## src/rtl/tap_bus_serializer_if.sv

```systemverilog
// Valid/ready stream carrying one tap sample plus its slot index.
// The master drives data and valid; the slave drives ready.
interface tap_bus_serializer_if #(
    parameter int FXP_WIDTH = 16,
    parameter int IDX_W     = 3
);
    logic signed [FXP_WIDTH-1:0] out_sample;
    logic        [IDX_W-1:0]     out_index;
    logic                        out_valid;
    logic                        out_ready;
    logic                        out_last;

    modport master (
        output out_sample,
        output out_index,
        output out_valid,
        output out_last,
        input  out_ready
    );

    modport slave (
        input  out_sample,
        input  out_index,
        input  out_valid,
        input  out_last,
        output out_ready
    );
endinterface

```

## src/rtl/tap_bus_serializer.sv

```systemverilog
// Snapshots the flat tap bus on start and streams the samples one per
// valid/ready transfer, newest-first or oldest-first.
module tap_bus_serializer #(
    parameter int FXP_WIDTH     = 16,
    parameter int FILTER_LENGTH = 8,
    parameter int TAP_BUS_WIDTH = FXP_WIDTH * FILTER_LENGTH,
    parameter int IDX_W         = $clog2(FILTER_LENGTH)
) (
    input  logic                     clk,
    input  logic                     rst_n,
    input  logic [TAP_BUS_WIDTH-1:0] buffer_in,
    input  logic                     start,
    input  logic                     reverse_order,
    input  logic                     abort,
    tap_bus_serializer_if.master     ob,
    output logic                     busy,
    output logic                     done,
    output logic                     start_dropped
);

    localparam logic [0:0] S_IDLE   = 1'b0;
    localparam logic [0:0] S_STREAM = 1'b1;

    localparam logic [IDX_W-1:0] LAST_K = IDX_W'(FILTER_LENGTH - 1);

    logic [0:0]           r_state;
    logic [IDX_W-1:0]     r_k;
    logic                 r_rev;
    logic                 r_done;
    logic                 r_drop;
    logic [FXP_WIDTH-1:0] r_snap [FILTER_LENGTH];

    logic                 w_valid;
    logic                 w_xfer;
    logic                 w_is_last;
    logic [IDX_W-1:0]     w_slot;

    assign w_valid   = (r_state == S_STREAM);
    assign w_xfer    = w_valid && ob.out_ready;
    assign w_is_last = (r_k == LAST_K);
    assign w_slot    = r_rev ? (LAST_K - r_k) : r_k;

    // Data/index are forced to zero outside a stream so idle outputs stay clean.
    assign ob.out_valid  = w_valid;
    assign ob.out_last   = w_valid && w_is_last;
    assign ob.out_index  = w_valid ? w_slot : '0;
    assign ob.out_sample = w_valid ? r_snap[w_slot] : '0;

    assign busy          = w_valid;
    assign done          = r_done;
    assign start_dropped = r_drop;

    always_ff @(posedge clk or negedge rst_n) begin
        if (!rst_n) begin
            r_state <= S_IDLE;
            r_k     <= '0;
            r_rev   <= 1'b0;
            r_done  <= 1'b0;
            r_drop  <= 1'b0;
            for (int m = 0; m < FILTER_LENGTH; m++) begin
                r_snap[m] <= '0;
            end
        end else begin
            r_done <= 1'b0;
            r_drop <= 1'b0;
            unique case (r_state)
                S_IDLE: begin
                    if (start && !abort) begin
                        r_state <= S_STREAM;
                        r_k     <= '0;
                        r_rev   <= reverse_order;
                        for (int m = 0; m < FILTER_LENGTH; m++) begin
                            r_snap[m] <= buffer_in[(m+1)*FXP_WIDTH-1 -: FXP_WIDTH];
                        end
                    end
                end
                S_STREAM: begin
                    // Abort outranks both a pending transfer and a new start.
                    if (abort) begin
                        r_state <= S_IDLE;
                        r_k     <= '0;
                    end else begin
                        r_drop <= start;
                        if (w_xfer) begin
                            if (w_is_last) begin
                                r_state <= S_IDLE;
                                r_k     <= '0;
                                r_done  <= 1'b1;
                            end else begin
                                r_k <= r_k + 1'b1;
                            end
                        end
                    end
                end
                default: begin
                    r_state <= S_IDLE;
                    r_k     <= '0;
                end
            endcase
        end
    end

endmodule

```

## src/flat_wrapper.sv

```systemverilog
// flat-port wrapper written by rule: the top's interface ports become plain ports
module tap_bus_serializer_flat 
#(
    parameter int FXP_WIDTH     = 16,
    parameter int FILTER_LENGTH = 8,
    parameter int TAP_BUS_WIDTH = FXP_WIDTH * FILTER_LENGTH,
    parameter int IDX_W         = $clog2(FILTER_LENGTH)
)
  (clk, rst_n, buffer_in, start, reverse_order, abort, busy, done, start_dropped, ob_out_sample, ob_out_index, ob_out_valid, ob_out_last, ob_out_ready);
  tap_bus_serializer_if #(.FXP_WIDTH(FXP_WIDTH), .IDX_W(IDX_W)) ob_i ();
  input  logic clk;
  input  logic rst_n;
  input  logic [TAP_BUS_WIDTH-1:0] buffer_in;
  input  logic start;
  input  logic reverse_order;
  input  logic abort;
  output logic busy;
  output logic done;
  output logic start_dropped;
  output wire logic [$bits(ob_i.out_sample)-1:0] ob_out_sample;
  output wire logic [$bits(ob_i.out_index)-1:0] ob_out_index;
  output wire logic [$bits(ob_i.out_valid)-1:0] ob_out_valid;
  output wire logic [$bits(ob_i.out_last)-1:0] ob_out_last;
  input wire logic [$bits(ob_i.out_ready)-1:0] ob_out_ready;
  assign ob_out_sample = ob_i.out_sample;
  assign ob_out_index = ob_i.out_index;
  assign ob_out_valid = ob_i.out_valid;
  assign ob_out_last = ob_i.out_last;
  assign ob_i.out_ready = ob_out_ready;
  tap_bus_serializer #(.FXP_WIDTH(FXP_WIDTH), .FILTER_LENGTH(FILTER_LENGTH), .TAP_BUS_WIDTH(TAP_BUS_WIDTH), .IDX_W(IDX_W)) u_core (.clk(clk), .rst_n(rst_n), .buffer_in(buffer_in), .start(start), .reverse_order(reverse_order), .abort(abort), .ob(ob_i), .busy(busy), .done(done), .start_dropped(start_dropped));
endmodule
```

## config.mk

```make
export PLATFORM = sky130hd
export DESIGN_NAME = tap_bus_serializer_flat
export DESIGN_NICKNAME = d
export VERILOG_FILES = /design/src/rtl/tap_bus_serializer_if.sv /design/src/rtl/tap_bus_serializer.sv /design/src/flat_wrapper.sv
export SDC_FILE = /design/constraint.sdc
export NUM_CORES = 1
export LEC_CHECK = 0
export BUFFER_PORTS_ARGS = -buffer_cell sky130_fd_sc_hd__buf_2
export CORE_ASPECT_RATIO = 1.5
export CORE_MARGIN = 10
export CORE_UTILIZATION = 45
export CTS_CLUSTER_DIAMETER = 40
export DETAILED_ROUTE_END_ITERATION = 8
export HOLD_SLACK_MARGIN = 0.03
export MAX_ROUTING_LAYER = met4
export PLACE_DENSITY = 0.68
export SLEW_MARGIN = 25
export SYNTH_ARGS = -nofsm -noshare
export SYNTH_HDL_FRONTEND = slang
export SYNTH_SLANG_ARGS = --single-unit
```

## constraint.sdc

```tcl
create_clock -name clk -period 5.2 [get_ports clk]
set_clock_uncertainty 0.15 [all_clocks]
set_input_delay 1.3 -clock clk [delete_from_list [all_inputs] [get_ports clk]]
set_output_delay 1.3 -clock clk [all_outputs]
set_load 0.05 [all_outputs]
```

* Yosys cells after proc, flatten, opt, wreduce, memory -nomap -nowiden
Cells that the tools add are included.
** Storage, ports and cells
- Register bits :: 135
- Input bits :: 134
- Output and inout port bits :: 24
** Operators by class
- Add/subtract/negate cells :: 2
- Order comparisons :: 1
- Equality and inequality tests :: 3
- Mux-type cells :: 22
- Bitwise operators :: 2
- Reductions and logical operators :: 6
** Operators with widths (count)
- $bmux W16 S3 :: 1
- $mux W16 :: 3
- $mux W3 :: 6
- $mux W1 :: 10
- $pmux W3 S2 :: 1
- $ge A4 B4 Y1 const B :: 1
- $not A3 Y4 :: 1
- $reduce_and A2 Y1 :: 2
- $add A3 B1 Y3 const B :: 1
- $eq A3 B3 Y1 const B :: 1
- $logic_and A1 B1 Y1 :: 3
- $ne A3 B3 Y1 const B :: 1
- $sub A3 B3 Y3 const A :: 1
- $ne A2 B1 Y1 const B :: 1
- $pmux W1 S2 :: 1
- $logic_not A1 Y1 :: 1
- $not A1 Y1 :: 1

* Longest topological paths before layout
- Depth in word-level cells :: 7
- Gate-level depth with buffers :: 7

* Least setup slack after synthesis
Ideal clock, no wire load.
- Path type :: register -> output
- From :: register u_core.r_k[1]
- To :: output port ob_out_sample[14]
- Data arrival time :: 2.316 ns
- Setup slack :: 1.434 ns
- Stages on the path, launching flop included :: 7
- Buffers on the path :: 2
- Path through :: dfrtp_1 buf_2 buf_2 mux4_2 nor2_1 o21a_1 o21ai_0
** Between the ends
- Word-level cells in the longest chain between the ends :: 7
** RTL lines
- from (decl) :: line tap_bus_serializer.sv:27 : logic [IDX_W-1:0] r_k;
- from (signal assigned) :: line tap_bus_serializer.sv:90 : r_k <= r_k + 1'b1;
- $sub A3 B3 Y3 :: line tap_bus_serializer.sv:41 : assign w_slot = r_rev ? (LAST_K - r_k) : r_k;
- $mux W3 * :: line tap_bus_serializer.sv:41
- $not A3 Y4 (not written as such) * :: line tap_bus_serializer.sv:47 : assign ob.out_sample = w_valid ? r_snap[w_slot] : '0;
- $bmux W16 S3 * :: line tap_bus_serializer.sv:47
- $mux W16 (not written as such) * (2 in a row) :: line tap_bus_serializer.sv:47
- $mux W16 * :: line tap_bus_serializer.sv:47
- to (decl) :: line flat_wrapper.sv:20 : output wire logic [$bits(ob_i.out_sample)-1:0] ob_out_sample;
Mark *: on every way between the ends. The rest lies on a longest branch, timed or not. The select of a mux whose other input is x is not followed.

* Final worst setup path
- From :: register u_core.r_k[0]
- To :: output port ob_out_sample[1]
The elaborated chain is that of the path after synthesis.

==> flow_summary.json <==
{
  "status": "completed",
  "routed_wl_um": 17850,
  "track_usage_pct": 17.43,
  "worstSetupPathType": "register to output pin",
  "seqCellArea_um2": 3383,
  "setup_viol": 0,
  "yosysWarnings": 0,
  "dieHeight_um": 173.1,
  "slew_viol_final": 0,
  "peakVddDrop_mv": 0.2416,
  "netlist_area_um2": 7028,
  "endpoint_kind": "output pin",
  "htree_levels": 4,
  "worstMarginPinSlew_ns": 0.8668,
  "max_stage_delay_ns": 0.76,
  "critPathRequiredTime_ns": 3.75,
  "fin_crit_sh_pct": 82.22,
  "synthCells": 440,
  "fill_cells": 1237,
  "grt_pass1_vias": 5032,
  "fin_ws_ns": 0.9245,
  "final_cell_count_no_fill": 794,
  "gp_congestion": 0.8089,
  "clkSlewWorstSetupHoldPaths_ns": 0.06,
  "maxCapViolations": 0,
  "clk_latency_ns": 0.41,
  "drt_iter0_markers": 234,
  "diodes": 0,
  "firstDrtPassIters": 4,
  "path_cells": "buf_4, mux4_2, a22o_1, a221o_1, buf_2",
  "rsz0062_at_grt": "no",
  "placed_cells": 762,
  "leakage_nw": 3.703,
  "ctsHoldBuffers": 0,
  "die_w_um": 122.0,
  "die_area_um2": 21120,
  "synth_seq_cells": 135,
  "portBuffers": 157,
  "power.density_nw_per_um2": 411.4,
  "synth.distinct_cells": 23,
  "core_area_um2": 15210,
  "overflow": 0,
  "cts_buffers": 17,
  "wl_per_cell_um": 22.48,
  "multiInputGateArea_um2": 3431,
  "cts.sinks": 135,
  "syn_avg_cell_area_um2": 15.97,
  "tns_ns": 0,
  "layout.nets": 719,
  "hold_path_class": "register to register",
  "fin_util_pct": 56.82,
  "hold_viol": 0,
  "cp_slowest_cell": "dfrtp_4",
  "crit_fanout": 26,
  "pre_cts_slack_ns": 1.325,
  "cts_tree": "yes",
  "via_per_inst": 5.797,
  "via_count": 4603,
  "antenna_found_initial": 0,
  "grt_max_degree": 131,
  "fmax_mhz": 233.9,
  "start_kind": "register",
  "worstPathArrival_ns": 2.83,
  "final_cell_area_um2": 8641,
  "ctsLongestPathBuffers": 2,
  "start_util_pct": 46.21,
  "postRouteAntennaNets": 0,
  "drcViolationCount": 0,
  "cts_setup_buffers": 0,
  "post_dp_cell_area_um2": 7940,
  "drive_above_1_share_pct": 65.88,
  "synth_nets": 577,
  "rows": 55,
  "seq_area_frac_synth_pct": 48.07,
  "top_level_ports": 158,
  "root_buffer": "clkbuf_16",
  "grt_pass1_wl_um": 27660,
  "fin_crit_ns": 4.275,
  "cts_resized": 0,
  "timing.slew.headroom_pct": 42.21,
  "hpwl_um": 12890,
  "area_growth_pct": 22.95
}
-- per-stage QoR --
stage	hold slack, ns	power [mW]
2_1_floorplan	0.3424	1.943
3_3_place_gp	0.3541	2.120
3_5_place_dp	0.3660	2.163
4_1_cts	0.3789	3.591
5_1_grt	0.3913	3.708
6_report	0.3727	3.555
-- cell usage after synthesis (all sizes together) --
cell	instances	area, um^2
and3	4	25.02
o21ai	6	30.03
inv	2	7.510
xor2	3	26.28
nand2	7	26.28
mux2	128	1441
nor3b	2	15.01
a22o	15	131.4
mux4	64	1441
mux2i	3	30.03
buf	29	176.4
o21a	1	7.510
dfrtp	135	3378
clkbuf	12	45.04
nand3	1	5.000
nor2	4	15.01
a21oi	1	5.000
ha	3	37.54
and2	4	25.02
a311oi	1	8.760
a221o	15	150.1
-- layer usage --
layer / global-route usage, % / vias to the layer above / routed length, um
li1: - / 2022 / -
met1: 19.71 / 2390 / 7019
met2: 27.87 / 157 / 9351
met3: 4.891 / 34 / 989
met4: 7.926 / 0 / 487
met5: - / - / 0
-- state kept, by name (all words and copies together) (netlist names) --
| name | flops |
|---|---|
| u_core.busy | 1 |
| u_core.start_dropped | 1 |
| u_core.r_snap | 128 |
| u_core.r_rev | 1 |
| u_core.done | 1 |
| u_core.r_k | 3 |
-- critical path, delay by kind of cell, from the launching register on --
family,cells,cell delay [ns]
compound gates,2,0.52
buf+inv,2,0.59
flops,1,0.76
mux,1,0.53
-- cell families (layout without fill, tap and decap cells) --
| logic type | count (synthesis) | in the layout | synth area share [%] |
|---|---|---|---|
| mux | 195 | 195 | 41.45 |
| fa+ha+maj | 3 | 3 | 0.5341 |
| compound gates | 39 | 39 | 4.736 |
| flops | 135 | 135 | 48.07 |
| simple gates | 22 | 22 | 1.584 |
| xor+xnor | 3 | 3 | 0.3739 |
| buf+inv | 43 | 198 | 3.258 |
-- worst paths after layout --
| kind | start | to | slack, ns | cells after the start |
|---|---|---|---|---|
| max in group asynchronous | rst_n | u_core.r_snap[21] | 3.08 | 2 |
| min in group asynchronous | rst_n | u_core.r_snap[77] | 0.83 | 1 |
| max | u_core.r_k[0] | ob_out_sample[1] | 0.92 | 5 |
| min | u_core.r_snap[51] | u_core.r_snap[51] | 0.37 | 1 |
| min reg2reg | u_core.r_snap[51] | u_core.r_snap[51] | 0.37 | 1 |
| max reg2reg | u_core.busy | u_core.r_snap[34] | 3.02 | 3 |
-- cell type report --
class,count,share of cell area (%)
clock buffers,17,4.923
clock inverters,15,3.157
inverters,2,0.08688
multi-input cells,262,39.70
flip-flops and latches,135,39.15
well taps,199,2.882
repair buffers,164,10.09
-- report_power, final --
part | internal [mW] | switching, mW
Sequential | 1.25 | 0.174
Combinational | 0.433 | 0.285
Clock | 0.951 | 0.463
Total | 2.63 | 0.922
-- cells in the final DEF (no fill, tap or decap), types with 3 or more instances in the layout --
| cell | Yosys | final |
|---|---|---|
| ha_1 | 3 | 3 |
| nor2_1 | 4 | 4 |
| xor2_1 | 3 | 3 |
| clkbuf_16 | 0 | 17 |
| mux2i_1 | 3 | 3 |
| mux2_2 | 128 | 128 |
| buf_2 | 21 | 156 |
| and2_1 | 4 | 4 |
| nand2_1 | 7 | 7 |
| bufinv_16 | 0 | 7 |
| a221o_1 | 15 | 15 |
| clkinv_4 | 0 | 4 |
| and3_1 | 4 | 4 |
| mux4_2 | 64 | 64 |
| dfrtp_1 | 135 | 133 |
| o21ai_0 | 6 | 6 |
| buf_4 | 5 | 5 |
| a22o_1 | 15 | 15 |
Note: power is estimated with default switching activity, not from simulation.
